$ cat src/rtl/fe_pkg.sv
// Shared types for the FE FFT input commutator: I/Q indices, phase enum and
// complex-sample typedefs for the common component widths.
package fe_pkg;

    localparam logic I = 1'd0;
    localparam logic Q = 1'd1;

    typedef enum logic {
        FILL = 1'b0,
        PAIR = 1'b1
    } phase_e;

    // Complex sample, index [0]=I, [1]=Q; one typedef per supported width.
    typedef logic signed [1:0][7:0]  cplx8_t;
    typedef logic signed [1:0][15:0] cplx16_t;

endpackage

$ cat src/rtl/fe_delay_buf.sv
// Half-block delay storage for the commutator: DEPTH complex samples, one
// shared address for the write and the asynchronous read port, no reset.
module fe_delay_buf #(
    parameter int W  = 8,
    parameter int AW = 2
) (
    input  logic                clk,
    input  logic                we,
    input  logic [AW-1:0]       addr,
    input  logic [1:0][W-1:0]   wdata,
    output logic [1:0][W-1:0]   rdata
);

    localparam int DEPTH = 2 ** AW;

    genvar gi;
    for (gi = 0; gi < 2; gi++) begin : g_comp
        logic [W-1:0] mem_reg [DEPTH];

        always_ff @(posedge clk) begin
            if (we) begin
                mem_reg[addr] <= wdata[gi];
            end
        end

        assign rdata[gi] = mem_reg[addr];
    end

endmodule

$ cat src/rtl/fe_commutator_serial.sv
// Serial input commutator for the radix-2^2 FE FFT stage: pairs x[k] with x[k+DEPTH].
// Optional status outputs (o_sof_err, o_blk_cnt) are built when FE_COMM_STATUS_EN is defined.
module fe_commutator_serial
    import fe_pkg::*;
#(
    parameter int NBW_IN = 8,
    parameter int NBI_IN = 1,
    parameter int NBW_D  = 2
) (
    input  logic                               clk,
    input  logic                               rst_async,
    input  logic                               i_valid,
    input  logic                               i_sof,
    input  logic signed [1:0][NBW_IN-1:0]      i_data,
    output logic                               o_valid,
    output logic                               o_sof,
    output logic signed [1:0][1:0][NBW_IN-1:0] o_data
`ifdef FE_COMM_STATUS_EN
    ,
    output logic                               o_sof_err,
    output logic [15:0]                        o_blk_cnt
`endif
);

    localparam logic [NBW_D-1:0] IDX_LAST = {NBW_D{1'b1}};
    localparam logic [NBW_D-1:0] IDX_ONE  = NBW_D'(1);

    // NBI_IN only documents the fixed-point format; nothing is computed here.
    if (NBW_D < 1 || NBW_D > 10 || NBI_IN > NBW_IN) begin : g_param_err
        $error("fe_commutator_serial: illegal parameter set");
    end

    phase_e                          phase_reg, phase_next;
    logic [NBW_D-1:0]                idx_reg, idx_next;
    logic                            sof_pend_reg, sof_pend_next;
    logic                            o_valid_reg, o_valid_next;
    logic                            o_sof_reg, o_sof_next;
    logic [1:0][1:0][NBW_IN-1:0]     o_data_reg, o_data_next;

    logic                            buf_we;
    logic [NBW_D-1:0]                buf_addr;
    logic [1:0][NBW_IN-1:0]          buf_rdata;

    fe_delay_buf #(
        .W  (NBW_IN),
        .AW (NBW_D)
    ) u_delay_buf (
        .clk   (clk),
        .we    (buf_we),
        .addr  (buf_addr),
        .wdata (i_data),
        .rdata (buf_rdata)
    );

    always_ff @(posedge clk or posedge rst_async) begin
        if (rst_async) begin
            phase_reg    <= FILL;
            idx_reg      <= '0;
            sof_pend_reg <= 1'b0;
            o_valid_reg  <= 1'b0;
            o_sof_reg    <= 1'b0;
            o_data_reg   <= '0;
        end else begin
            phase_reg    <= phase_next;
            idx_reg      <= idx_next;
            sof_pend_reg <= sof_pend_next;
            o_valid_reg  <= o_valid_next;
            o_sof_reg    <= o_sof_next;
            o_data_reg   <= o_data_next;
        end
    end

    always_comb begin
        phase_next    = phase_reg;
        idx_next      = idx_reg;
        sof_pend_next = sof_pend_reg;
        o_valid_next  = 1'b0;
        o_sof_next    = 1'b0;
        o_data_next   = o_data_reg;
        buf_we        = 1'b0;
        buf_addr      = idx_reg;

        if (i_valid) begin
            if (i_sof) begin
                // Realign: this sample becomes x[0] of a fresh block.
                phase_next    = FILL;
                idx_next      = IDX_ONE;
                sof_pend_next = 1'b1;
                buf_we        = 1'b1;
                buf_addr      = '0;
            end else if (phase_reg == FILL) begin
                buf_we   = 1'b1;
                idx_next = idx_reg + IDX_ONE;
                if (idx_reg == IDX_LAST) begin
                    phase_next = PAIR;
                end
            end else begin
                o_valid_next      = 1'b1;
                o_data_next[0][I] = buf_rdata[I];
                o_data_next[0][Q] = buf_rdata[Q];
                o_data_next[1][I] = i_data[I];
                o_data_next[1][Q] = i_data[Q];
                if (sof_pend_reg && idx_reg == '0) begin
                    o_sof_next    = 1'b1;
                    sof_pend_next = 1'b0;
                end
                idx_next = idx_reg + IDX_ONE;
                if (idx_reg == IDX_LAST) begin
                    phase_next = FILL;
                end
            end
        end
    end

    assign o_valid = o_valid_reg;
    assign o_sof   = o_sof_reg;
    assign o_data  = o_data_reg;

`ifdef FE_COMM_STATUS_EN
    logic        sof_err_reg;
    logic [15:0] blk_cnt_reg;
    logic        blk_done;
    logic        sof_misaligned;

    assign blk_done       = i_valid && !i_sof && (phase_reg == PAIR) && (idx_reg == IDX_LAST);
    assign sof_misaligned = i_valid && i_sof && !((phase_reg == FILL) && (idx_reg == '0));

    always_ff @(posedge clk or posedge rst_async) begin
        if (rst_async) begin
            sof_err_reg <= 1'b0;
            blk_cnt_reg <= '0;
        end else begin
            if (sof_misaligned) begin
                sof_err_reg <= 1'b1;
            end
            if (blk_done) begin
                blk_cnt_reg <= blk_cnt_reg + 16'd1;
            end
        end
    end

    assign o_sof_err = sof_err_reg;
    assign o_blk_cnt = blk_cnt_reg;
`endif

endmodule

$ cat config.mk
export PLATFORM = sky130hd
export DESIGN_NAME = fe_commutator_serial
export DESIGN_NICKNAME = d
export VERILOG_FILES = /design/src/rtl/fe_pkg.sv /design/src/rtl/fe_delay_buf.sv /design/src/rtl/fe_commutator_serial.sv
export SDC_FILE = /design/constraint.sdc
export NUM_CORES = 1
export LEC_CHECK = 0
export CORE_MARGIN = 2
export CORE_UTILIZATION = 29
export DETAILED_ROUTE_END_ITERATION = 12
export GPL_TIMING_DRIVEN = 1
export HOLD_SLACK_MARGIN = 0.03
export SLEW_MARGIN = 40
export SYNTH_ARGS = -nofsm -noshare
export SYNTH_HDL_FRONTEND = slang
export SYNTH_SLANG_ARGS = --single-unit
export TNS_END_PERCENT = 10
$ cat constraint.sdc
create_clock -name clk -period 2.15 [get_ports clk]
set_input_delay 0.3225 -clock clk [delete_from_list [all_inputs] [get_ports clk]]
set_output_delay 0.3225 -clock clk [all_outputs]
set_load 0.02 [all_outputs]
==> key figures, run 1 <==
Yosys
  – Avg Synthesized Cell Area: 14.2 µm²
  – Register area share after synthesis: 75.3%
  – Synth Register Bits: 102
  – Yosys top cell area share: 50.4%
  – Syn Nets: 290
  – Post-Synth Adder-Cell Area: 0.656%
  – Distinct cells, synth: 30
  – Synth Area in XOR/XNOR: 0%
  – Synth Area in Compound Gates: 10.1%
  – Synth Area in Simple Gates: 9.94%
  – Synth Cell Area: 3810 µm²
  – Yosys warning count: 0
  – Area leader, netlist: edfxtp_1
  – Post-Syn Instances: 268
  – Top cells by area, synth: edfxtp_1, dfrtp_1, nand2_1
  – Mux cell area share after synthesis: 0.886%
  – Combinational family with the most area after synthesis: compound AO/OA/AOI/OAI gates

Global route
  – Largest net degree at the start of global routing: 39
  – Initial antenna violation count: 0
  – Global-route wire length before repair: 14,200 µm
  – Tot GR Track Use: 13.4%
  – Vias in the first global route: 2,549
  – Gr ovfl total: 0

Cells and area
  – FF/Latch Area: 2870 µm²
  – Inserted Diodes: 0
  – Fillcell total: 1,223
  – Area of the multi-input gates: 822 µm²
  – Share of layout cells above drive strength 1: 11.8%
  – Layout Nets: 356
  – P&R area growth vs syn: 29.7%
  – Max reg flops: 64
  – Core Util, Final: 38.9%

Critical path
  – Reg2Reg Setup Slack: 0.36 ns
  – Cell Chain, Critical Path: nor2b_1 -> and3_1 -> buf_12
  – Slowest-stage cell, CP: dfrtp_1
  – CP Data Arrival Time: 1.84 ns
  – Max stage delay on crit path: 0.56 ns
  – R2R depth: 3
  – R2R Path End: u_delay_buf.g_comp[0].mem_reg[1][1]
  – Critical Path RT: 2.21 ns
  – CP max FO: 16
  – Reg-to-Reg Start: idx_reg[0]
  – Critical Setup Path Class: reg -> reg
  – Kind of end point of the critical path: register
  – Critical path launch point type: register

Clock tree
  – CTS H-tree lvls: 3
  – CTS sink cnt: 102
  – # hold bufs at CTS: 0
  – Clock transition at path regs: 0.07 ns
  – CTS tree: yes
  – Post-CTS resize count: 0
  – Clock root buffer: clkbuf_16
  – Num CTS Buffers: 9
  – CTS Buffer Depth: 2
  – Skew-Pair Late Insertion Delay: 0.35 ns
  – Postcts setup bufs: 0

Timing
  – Max-slew violations: 0
  – Hold Vio Cnt, Final: 0
  – Setup_tns: 0 ns
  – Fmax: 559 MHz
  – Unrepaired setup endpoints after global routing: false
  – Final setup vio count: 0
  – Period utilization: 83.2%
  – Skew final: 0.0119 ns
  – Clock period minus worst slack: 1.79 ns
  – Slew @ Worst Pin: 0.558 ns
  – Slew margin rel.: 62.8%

Placement
  – PortBufs: 53
  – Hpwl dp: 5530 µm
  – Global placement routability congestion: 0.753

Drt
  – Final wirelength: 8980 µm
  – Vias per Instance: 4.69
  – ANT nets after route: 0
  – Via count: 2,399
  – Drt wl/cell: 17.6 µm
  – DRT Pass-1 Iters: 4
  – 1st-iter DRT viols: 193
  – # DRC: 0

Pwr
  – Max VDD drop: 0.000519 V
  – Leakage: 1.88 nW
  – Pwr/cell area: 1220 nW/µm²

Floorplanning
  – Core area: 12,700 µm²
  – Die Span Y: 119 µm
  – Site row count: 41
  – Num ports: 54
  – DIE AREA: 14,100 µm²
  – Die Width: 119 µm
  – Initial Util: 30.0%

Run
  – Max Cap Viol: 0

Outcome
  – Status: finished, final reports clean

Worst hold path
  – Hold WC Path Type: in -> async
[layer usage]
metal	wire, µm	vias to the layer above	GRT usage [%]
met5	0	-	0
met2	4140	80	20.3
li1	-	1110	-
met4	129	0	4.09
met1	4220	1197	18.3
met3	487	12	4.20
[cell usage after synthesis]
cell / number
edfxtp_1: 64
nand2_1: 57
dfrtp_1: 38
a21oi_1: 20
nor2_1: 12
a221oi_1: 8
a22oi_1: 8
nand3_1: 7
a221o_1: 5
buf_2: 5
buf_6: 5
clkbuf_1: 5
inv_1: 5
o22a_1: 5
a32oi_1: 3
and4_1: 3
mux2_2: 3
ha_1: 2
o21ai_0: 2
and2_1: 1
and2_2: 1
and2_4: 1
and2b_4: 1
and3_1: 1
and3_2: 1
nand2_2: 1
nor2b_1: 1
o211a_1: 1
o21a_1: 1
o22ai_1: 1
[critical path: cells and delay by family, from the launching register on]
family                 cells  cell delay [ns]
AND/OR/NAND/NOR            2             0.75
flip-flops                 1             0.56
buffers and inverters      1             0.18
[cell type report]
cell class,instances,share of cell area [%]
Inverter,5,0.379
Multi-Input combinational cell,146,16.6
Clock inverter,6,1.64
Tap cell,172,4.35
Clock buffer,10,4.63
Timing Repair Buffer,70,14.3
Sequential cell,102,58.1
[cells by family after synthesis]
family / count (synthesis)
flops: 102
simple gates: 87
compound gates: 54
buf+inv: 20
mux: 3
fa+ha+maj: 2
[cell usage in the layout, fill, tap and decap left out, types with 3 or more instances in the layout]
cell type        count
a21oi_1             20
a221o_1              5
a221oi_1             8
a22oi_1              8
a32oi_1              3
and4_1               3
buf_12               4
buf_4               13
clkbuf_16            9
clkdlybuf4s50_1     53
clkinv_4             3
dfrtp_1             38
edfxtp_1            64
inv_1                5
mux2_2               3
nand2_1             57
nand3_1              7
nor2_1              12
o22a_1               5
[power by group]
part | total (mW) | internal [mW] | switching, mW
combinational | 1.68 | 0.788 | 0.894
sequential | 2.69 | 2.47 | 0.227
clock | 1.67 | 0.923 | 0.747
[through the flow]
step	worst slack, ns	hold WS (ns)	total power, mW	cell area, µm²	std cells
final	0.362	0.423	6.05	4950	511
after global routing	0.288	0.477	6.32	4950	511
after CTS	0.386	0.446	6.10	4950	511
after detailed placement	0.170	0.464	4.43	4640	495
after global placement	0.242	0.464	4.42	4640	495
after floorplan	0.386	0.412	3.53	3810	268
[worst max path at each step]
| stage | start | to | cells past startpoint |
|---|---|---|---|
| finish | idx_reg[0] | u_delay_buf.g_comp[0].mem_reg[1][1] | 3 |
| CTS | idx_reg[0] | u_delay_buf.g_comp[0].mem_reg[1][3] | 3 |
| floorplan | idx_reg[0] | u_delay_buf.g_comp[0].mem_reg[1][0] | 3 |
| global route | idx_reg[0] | u_delay_buf.g_comp[0].mem_reg[1][7] | 3 |
| global placement | i_sof | o_data[13] | 7 |
| detailed placement | i_sof | o_data[5] | 8 |
Note: power is estimated with default switching activity, not from simulation.
==> run 2, diff against run 1 <==
==> constraint.sdc (replaced) <==
create_clock -name clk -period 1.55 [get_ports clk]
set_input_delay 0.2325 -clock clk [delete_from_list [all_inputs] [get_ports clk]]
set_output_delay 0.2325 -clock clk [all_outputs]
set_load 0.02 [all_outputs]
==> key figures, run 2 (synthesis results as in run 1) <==
Outcome
  – Status: finished, final reports clean

Placement
  – PortBufs: 53 (unchanged)
  – Global placement routability congestion: 0.765 (+1.6%)
  – Hpwl dp: 5760 µm (+4.2%)
  – Dpl cells: 503 (+1.6%)

Timing
  – Period utilization: 95.6% (+12 points)
  – Unrepaired setup endpoints after global routing: false
  – Final setup vio count: 0 (unchanged)
  – Hold Vio Cnt, Final: 0 (unchanged)
  – Max-slew violations: 0 (unchanged)
  – Slew @ Worst Pin: 0.308 ns (-0.250 ns)
  – Fmax: 675 MHz (+21%)
  – Slew margin rel.: 79.5% (+17 points)
  – Setup_tns: 0 ns (unchanged)
  – Clock period minus worst slack: 1.48 ns (-0.306 ns)
  – Hold slack: 0.246 ns (-0.177 ns)
  – Skew final: 0.00697 ns (-0.00488 ns)

Floorplanning
  – Num ports: 54 (unchanged)
  – DIE AREA: 14,100 µm² (unchanged)
  – Die Span Y: 119 µm (unchanged)
  – Die Width: 119 µm (unchanged)
  – Initial Util: 30.0% (unchanged)
  – Core area: 12,700 µm² (unchanged)
  – Site row count: 41 (unchanged)

Drt
  – 1st-iter DRT viols: 154 (-20%)
  – DRT Pass-1 Iters: 4 (unchanged)
  – Vias per Instance: 4.69 (-0.15%)
  – Final wirelength: 8980 µm (about the same)
  – # DRC: 0 (unchanged)
  – ANT nets after route: 0 (unchanged)
  – Via count: 2,433 (+1.4%)
  – Drt wl/cell: 17.3 µm (-1.5%)

Global route
  – Global-route wire length before repair: 14,300 µm (+0.78%)
  – Gr ovfl total: 0 (unchanged)
  – Tot GR Track Use: 13.4% (about the same)
  – Vias in the first global route: 2,576 (+1.1%)
  – Initial antenna violation count: 0 (unchanged)
  – Largest net degree at the start of global routing: 39 (unchanged)

Critical path
  – Slowest-stage cell, CP: dfrtp_1
  – Critical path launch point type: register
  – CP Data Arrival Time: 1.71 ns (-0.13 ns)
  – Critical Setup Path Class: reg -> reg
  – Max stage delay on crit path: 0.41 ns (-0.15 ns)
  – R2R depth: 5 (+2)
  – Critical Path RT: 1.77 ns (-0.44 ns)
  – Kind of end point of the critical path: register
  – CP max FO: 8 (-8)
  – Cell Chain, Critical Path: buf_4 -> and2_1 -> and2_4 -> a221o_1 -> o22a_1

Clock tree
  – CTS sink cnt: 102 (unchanged)
  – CTS H-tree lvls: 3 (unchanged)
  – Clock transition at path regs: 0.07 ns (about the same)
  – Num CTS Buffers: 9 (unchanged)
  – CTS Buffer Depth: 2 (unchanged)
  – Clock root buffer: clkbuf_16
  – CTS tree: yes
  – Skew-Pair Late Insertion Delay: 0.34 ns (about the same)

Cells and area
  – Core Util, Final: 40.1% (+1.2 points)
  – Max reg flops: 64 (unchanged)
  – FF/Latch Area: 2870 µm² (unchanged)
  – Inserted Diodes: 0 (unchanged)
  – Post-route insts no fill: 519 (+1.6%)
  – Layout Nets: 364 (+2.2%)
  – Commonest non-fill, non-tap cells in the layout: edfxtp_1, nand2_1, dfrtp_1
  – Share of layout cells above drive strength 1: 15.6% (+3.8 points)
  – Commonest non-fill, non-tap cell in the layout: edfxtp_1
  – P&R area growth vs syn: 33.7%
  – Area of the multi-input gates: 853 µm² (+3.8%)
  – Fillcell total: 1,240 (+1.4%)

Pwr
  – Comb power frac: 26.9% (-0.9 points)
  – Leakage: 2.11 nW (+13%)
  – Clock power share: 28.1% (+0.5 points)
  – Pwr/cell area: 1610 nW/µm² (+32%)
  – Max VDD drop: 0.000652 V (+26%)
  – Psw: 2.55 mW (+37%)
  – Part of the power in registers: 45.1% (+0.5 points)
  – Pint: 5.67 mW (+36%)
  – Sw frac: 31.0% (+0.16 points)

Run
  – Max Cap Viol: 0 (unchanged)

Worst hold path
  – Hold WC Path Type: in -> async
-- run 2: changes by cell type in the layout (fill, tap and decap cells not counted), moves of 4 or more --
cell / before / now
buf_4: 13 / 17
dlygate4sd2_1: 0 / 20
clkdlybuf4s50_1: 53 / 20
buf_12: 4 / 8
dlymetal6s2s_1: 0 / 13
-- run 2: worst max-delay path: cells and delay by family, from the launching register on --
kind,cells,cell delay (ns)
compound gates,2,0.45
flops,1,0.41
simple gates,2,0.32
buf+inv,1,0.18
-- run 2: area by class of cell --
class | instances | share of cell area (%)
clock inverters | 4 | 0.663
well taps | 172 | 4.22
repair buffers | 78 | 16.2
clock buffers | 12 | 5.47
inverters | 5 | 0.368
flip-flops and latches | 102 | 56.3
multi-input cells | 146 | 16.7
-- run 2: layer usage --
metal / wire length, µm / GRT usage, % / vias to the layer above
met5: 0 / 0 / -
met1: 4370 / 18.1 / 1231
met4: 105 / 4.02 / 0
li1: - / - / 1133
met2: 4130 / 20.6 / 61
met3: 375 / 4.20 / 8
-- run 2: power by group through the flow --
stage / sequential, mW / clock [mW] / combinational, mW
global route: 3.78 / 2.47 / 2.40
global placement: 3.78 / 0 / 2.41
finish: 3.70 / 2.31 / 2.21
detailed placement: 3.77 / 0 / 2.44
floorplan: 4.24 / 0 / 0.669
CTS: 3.72 / 2.37 / 2.27
-- run 2: final timing paths --
check	startpoint	slack (ns)	endpoint
worst min register to register	o_data[25]	0.47	o_data[25]
max in group asynchronous	rst_async	1.09	o_data[28]
worst min-delay path	rst_async	0.25	o_data[24]
worst max register to register	idx_reg[0]	0.07	o_data[8]
worst max-delay path	idx_reg[0]	0.07	o_data[8]
min in group clk	o_data[25]	0.47	o_data[25]
-- run 2: what timing repair did --
action	in CTS	in global routing
gates resized for setup	21	17
gates cloned	0	0
hold buffers	0	0
buffers inserted	0	0
endpoints found under the setup margin	25	20
-- run 2: per-stage QoR --
stage	setup slack (ns)	power (mW)	cell area, µm²
CTS	0.000293	8.36	5050
detailed placement	-0.262	6.22	4760
global route	0.0152	8.64	5100
finish	0.0685	8.22	5100
floorplan	-0.0350	4.90	3830
global placement	-0.226	6.18	4760
